==> src/rtl/cache_mem_arbiter.sv <==
`default_nettype none
// ============================================================================
//  Module   : cache_mem_arbiter
//  Purpose  : Shares one pipelined main memory between the I-cache and D-cache
//             miss paths; serialises block fills and single-word writes.
//  Revision : 1.0
// ============================================================================
module cache_mem_arbiter #(
  parameter int ADDR_W    = 16,
  parameter int DATA_W    = 16,
  parameter int BLK_WORDS = 8,
  parameter int MEM_LAT   = 4
) (
  input  logic                         clk,
  input  logic                         rst,
  input  logic                         i_req,
  input  logic [ADDR_W-1:0]            i_addr,
  input  logic                         d_req,
  input  logic                         d_wr,
  input  logic [ADDR_W-1:0]            d_addr,
  input  logic [DATA_W-1:0]            d_wdata,
  output logic                         mem_en,
  output logic                         mem_wr,
  output logic [ADDR_W-1:0]            mem_addr,
  output logic [DATA_W-1:0]            mem_wdata,
  input  logic [DATA_W-1:0]            mem_rdata,
  input  logic                         mem_rvalid,
  output logic [DATA_W-1:0]            fill_data,
  output logic [$clog2(BLK_WORDS)-1:0] fill_word,
  output logic                         i_fill_we,
  output logic                         d_fill_we,
  output logic                         i_done,
  output logic                         d_done,
  output logic                         busy
);

  localparam int IDX_W   = $clog2(BLK_WORDS);
  localparam int CNT_W   = IDX_W + 1;
  localparam int WORD_SH = $clog2(DATA_W / 8);
  localparam int OFF_W   = IDX_W + WORD_SH;
  localparam int TAG_W   = ADDR_W - OFF_W;

  if ((BLK_WORDS < 2) || ((BLK_WORDS & (BLK_WORDS - 1)) != 0)) begin : g_badBlkWords
    $error("BLK_WORDS must be a power of two");
  end
  if (MEM_LAT < 1) begin : g_badMemLat
    $error("MEM_LAT must be at least 1");
  end

  typedef enum logic [1:0] {
    S_IDLE  = 2'd0,
    S_FILL  = 2'd1,
    S_WRITE = 2'd2
  } state_t;

  state_t             r_state, w_nextState;
  logic               r_ownerD;
  logic               r_lastD;
  logic [TAG_W-1:0]   r_blkTag;
  logic [CNT_W-1:0]   r_issueCnt;
  logic [CNT_W-1:0]   r_retCnt;

  logic w_grantAny, w_grantD, w_issue, w_ret, w_lastRet, w_unused;

  // On a tie the side that was not served last wins.
  assign w_grantAny = i_req | d_req;
  assign w_grantD   = d_req & (~i_req | ~r_lastD);

  assign w_issue   = (r_state == S_FILL) && (r_issueCnt < CNT_W'(BLK_WORDS));
  assign w_ret     = (r_state == S_FILL) && mem_rvalid;
  assign w_lastRet = w_ret && (r_retCnt == CNT_W'(BLK_WORDS - 1));
  assign busy      = (r_state != S_IDLE);
  assign w_unused  = ^{i_addr[OFF_W-1:0], d_addr[WORD_SH-1:0]};

  always_comb begin
    w_nextState = r_state;
    mem_en      = 1'b0;
    mem_wr      = 1'b0;
    mem_addr    = '0;
    mem_wdata   = '0;
    fill_data   = '0;
    fill_word   = '0;
    i_fill_we   = 1'b0;
    d_fill_we   = 1'b0;
    i_done      = 1'b0;
    d_done      = 1'b0;
    case (r_state)
      S_IDLE: begin
        if (w_grantAny) w_nextState = (w_grantD && d_wr) ? S_WRITE : S_FILL;
      end
      S_WRITE: begin
        mem_en      = 1'b1;
        mem_wr      = 1'b1;
        mem_addr    = {d_addr[ADDR_W-1:WORD_SH], {WORD_SH{1'b0}}};
        mem_wdata   = d_wdata;
        d_done      = 1'b1;
        w_nextState = S_IDLE;
      end
      S_FILL: begin
        if (w_issue) begin
          mem_en   = 1'b1;
          mem_addr = {r_blkTag, r_issueCnt[IDX_W-1:0], {WORD_SH{1'b0}}};
        end
        // Returns run on their own counter; they overlap the issue phase.
        if (w_ret) begin
          fill_data = mem_rdata;
          fill_word = r_retCnt[IDX_W-1:0];
          i_fill_we = ~r_ownerD;
          d_fill_we = r_ownerD;
        end
        if (w_lastRet) begin
          i_done      = ~r_ownerD;
          d_done      = r_ownerD;
          w_nextState = S_IDLE;
        end
      end
      default: w_nextState = S_IDLE;
    endcase
  end

  always_ff @(posedge clk or posedge rst) begin
    if (rst) begin
      r_state    <= S_IDLE;
      r_ownerD   <= 1'b0;
      r_lastD    <= 1'b0;
      r_blkTag   <= '0;
      r_issueCnt <= '0;
      r_retCnt   <= '0;
    end else begin
      r_state <= w_nextState;
      case (r_state)
        S_IDLE: begin
          if (w_grantAny) begin
            r_ownerD   <= w_grantD;
            r_blkTag   <= w_grantD ? d_addr[ADDR_W-1:OFF_W] : i_addr[ADDR_W-1:OFF_W];
            r_issueCnt <= '0;
            r_retCnt   <= '0;
          end
        end
        S_WRITE: r_lastD <= 1'b1;
        S_FILL: begin
          if (w_issue)   r_issueCnt <= r_issueCnt + 1'b1;
          if (w_ret)     r_retCnt   <= r_retCnt + 1'b1;
          if (w_lastRet) r_lastD    <= r_ownerD;
        end
        default: ;
      endcase
    end
  end

endmodule
`default_nettype wire

==> config.mk <==
export PLATFORM = sky130hd
export DESIGN_NAME = cache_mem_arbiter
export DESIGN_NICKNAME = d
export VERILOG_FILES = /design/src/rtl/cache_mem_arbiter.sv
export SDC_FILE = /design/constraint.sdc
export NUM_CORES = 1
export LEC_CHECK = 0
export CAP_MARGIN = 20
export CORE_MARGIN = 2
export CORE_UTILIZATION = 38
export DETAILED_ROUTE_END_ITERATION = 16
export PLACE_DENSITY = 0.87
export SYNTH_ARGS = -nofsm -noshare
export SYNTH_HDL_FRONTEND = slang
export SYNTH_SLANG_ARGS = --single-unit
==> constraint.sdc <==
create_clock -name clk -period 3.4 [get_ports clk]
set_clock_uncertainty 0.05 [all_clocks]
set_input_delay 1.02 -clock clk [delete_from_list [all_inputs] [get_ports clk]]
set_output_delay 1.02 -clock clk [all_outputs]
set_load 0.05 [all_outputs]
==> insert_results.sql <==
INSERT INTO impl_metrics (metric_group, metric, value, unit) VALUES
('clock_network', 'cts.sinks', '24', ''),
('logic_synthesis', 'yosysMostFrequentCell', 'dfrtp_1', ''),
('critical_path', 'crit_path_end_kind', 'output pin', ''),
('grt', 'wire_length_of_the_first_global_routing_pass', '11.0', 'mm'),
('cells_and_area', 'seq_area', '601', 'um2'),
('clock_network', 'ctsRootBufferMaster', 'clkbuf_8', ''),
('clock_network', 'total_clock_buffers_created_by_cts', '3', ''),
('die', 'coreArea', '0.00466', 'mm2'),
('die', 'design.die.area', '0.00531', 'mm2'),
('power_and_ir_drop', 'p_leak', '1.58', 'nW'),
('cells_and_area', 'multi_input_area', '0.00109', 'mm2'),
('sta', 'timing_hold_violations_final', '0', ''),
('critical_path', 'cp.arrival', '2240', 'ps'),
('detailed_routing', 'route.antenna.remaining_nets', '0', ''),
('die', 'standard_cell_row_count', '25', ''),
('critical_path', 'critPathLaunchType', 'input pin', ''),
('sta', 'final.min_clock_period', '3310', 'ps'),
('logic_synthesis', 'synth_seq_cells', '24', ''),
('grt', 'grt_usage', '26.4', '%'),
('place', 'place_congestion', '0.775', ''),
('cells_and_area', 'antenna_fix_cells', '0', ''),
('power_and_ir_drop', 'net-switching-power', '1.22', 'mW'),
('job', 'maxCapViolations', '0', ''),
('sta', 'setup_ws', '88.8', 'ps'),
('clock_network', 'number_of_buffers_added_to_fix_hold_violations_after_cts', '0', ''),
('clock_network', 'cts_repair_resized_insts', '0', ''),
('die', 'initial_utilization', '38.7', '%'),
('logic_synthesis', 'synthArstFlopShare', '100', '%'),
('place', 'place_ws', '116', 'ps'),
('critical_path', 'crit_path_top_delay_cell', 'clkdlybuf4s50_1', ''),
('logic_synthesis', 'synth.top_cells.by_count', 'dfrtp_1 (24), and3_1 (20), nor2b_1 (18), nand2_1 (17), and2_1 (16)', ''),
('critical_path', 'timing.critical_path.cells', 'clkdlybuf4s50_1 > and3_1 > nor2b_1 > o21a_1 > buf_12', ''),
('power_and_ir_drop', 'max-vdd-ir-drop', '0.278', 'mV'),
('power_and_ir_drop', 'share_clk_of_total_power', '7.8', '%'),
('logic_synthesis', 'yosys.area.top_type_share', '33.3', '%'),
('grt', 'globalRoute.totalOverflow', '0', ''),
('clock_network', 'cts-htree-levels', '1', ''),
('critical_path', 'crit_required', '2330', 'ps'),
('sta', 'worstMarginPinSlew', '919', 'ps'),
('sta', 'maxSlewHeadroom', '38.7', '%'),
('sta', 'min_period_over_period', '97.4', '%'),
('grt', 'grt_start_max_net_pins', '34', ''),
('sta', 'rsz0062_at_grt', 'false', ''),
('logic_synthesis', 'synth_edf_count', '0', ''),
('sta', 'totalNegativeSetupSlack', '0', 'ps'),
('die', 'die_span_x', '72.9', 'um'),
('cells_and_area', 'stdcell_count', '374', ''),
('clock_network', 'cts.reportedPaths.clkPinSlew', '90', 'ps'),
('detailed_routing', 'vias', '2059', ''),
('cells_and_area', 'drive_above_1_share', '25.0', '%'),
('worst_hold_path', 'min_path_type', 'flop to flop', ''),
('detailed_routing', 'drt-pass1-iter-count', '4', ''),
('grt', 'antenna_found_initial', '0', ''),
('critical_path', 'cpPeakStageDelay', '530', 'ps'),
('logic_synthesis', 'ys_seq_area_share', '33.3', '%'),
('grt', 'vias_in_the_first_global_route', '2107', ''),
('clock_network', 'tritoncts', 'yes', ''),
('power_and_ir_drop', 'cellInternalPower', '1.31', 'mW'),
('critical_path', 'cp.buffers_inverters', '2', ''),
('logic_synthesis', 'synth_flop_cell', 'dfrtp_1', ''),
('logic_synthesis', 'synthesis.yosys.warnings', '0', ''),
('place', 'count_of_port_buffers_added_during_placement', '121', ''),
('clock_network', 'post_cts_buffers', '0', ''),
('detailed_routing', 'initialDrtViolationCount', '131', ''),
('logic_synthesis', 'syn_area_cell', '8.83', 'um2'),
('critical_path', 'crit_fanout', '4', ''),
('run_status', 'status', 'finished clean', ''),
('clock_network', 'worstSkewPairLatency', '270', 'ps'),
('sta', 'holdWs', '453', 'ps'),
('power_and_ir_drop', 'sw_frac_of_total', '48.2', '%'),
('power_and_ir_drop', 'post-layout-total-power', '2.53', 'mW');
worst min-delay path, stage by stage (launching register included):
cell and delay, ps:
dfrtp_1 360, nand2_1 60, o21ai_2 50
logic make-up (layout without fill, tap and decap cells):
family	after synthesis	in the layout	synth area share, %
AO/OA/AOI/OAI	47	47	19.2
XOR/XNOR	2	2	0.972
adder cells (fa/ha/maj)	5	5	3.47
buffers and inverters	22	138	6.18
flip-flops	24	24	33.3
multiplexers	15	15	8.40
other	1	1	0.208
AND/OR/NAND/NOR	88	88	28.3
registers in the layout, indices dropped and copies added, names as in the netlist:
signal / cells
r_state: 2
r_issueCnt: 4
r_lastD: 1
r_blkTag: 12
r_retCnt: 4
r_ownerD: 1
worst paths after layout:
check	from	cells after the start	endpoint	slack (ps)
max in group asynchronous	rst	2	r_state[1]	1540
min in group asynchronous	rst	2	r_blkTag[2]	1200
min	r_blkTag[9]	2	r_blkTag[9]	450
min reg2reg	r_blkTag[9]	2	r_blkTag[9]	450
max reg2reg	r_state[1]	7	r_retCnt[2]	1410
max	mem_rvalid	5	d_done	90
power by group through the flow:
stage | Combinational [mW] | Clock (mW) | Sequential (mW)
3_3_place_gp | 1.77 | 0 | 0.472
6_report | 1.84 | 0.197 | 0.492
2_1_floorplan | 1.05 | 0 | 0.458
5_1_grt | 1.94 | 0.205 | 0.502
3_5_place_dp | 1.82 | 0 | 0.489
4_1_cts | 1.84 | 0.195 | 0.485
cell type report:
type / count / share of cell area, %
Clock buffer: 4 / 1.51
Inverter: 5 / 0.514
Multi-Input combinational cell: 158 / 29.8
Sequential cell: 24 / 16.4
Tap cell: 54 / 1.85
Timing Repair Buffer: 129 / 49.8
placed cells by master (no fill, tap or decap):
cell and instances:
a21boi_4 1, a21o_1 1, a21oi_1 4, a22o_1 5, a22oi_1 15, and2_1 16
and3_1 20, and4_1 1, buf_12 55, buf_4 9, clkbuf_8 4, clkdlybuf4s50_1 65
conb_1 1, dfrtp_1 24, ha_1 5, inv_1 5, mux2_2 1, mux2i_1 14
nand2_1 17, nand3_1 2, nand3b_1 1, nand4_1 1, nor2_1 6, nor2b_1 18
nor3_1 3, nor3b_1 1, nor3b_4 1, o21a_1 2, o21ai_0 10, o21ai_2 8
o31ai_1 1, or3b_4 1, xnor2_1 2
per-layer routing:
metal  part of all wire (%)  track usage [%]  up-vias
met5                      0                0        -
met4                    2.3             8.85        0
met3                    6.2             4.70       16
met2                     55             49.1      104
met1                     36             30.2      995
li1                       -                -      944
metrics by stage:
step	utilization, %	instance area [um2]
2_1_floorplan	-	1800
5_1_grt	78.3	3650
3_5_place_dp	77.2	3600
3_3_place_gp	77.2	3600
4_1_cts	78.3	3650
6_report	78.3	3650
Note: power is estimated with default switching activity, not from simulation.
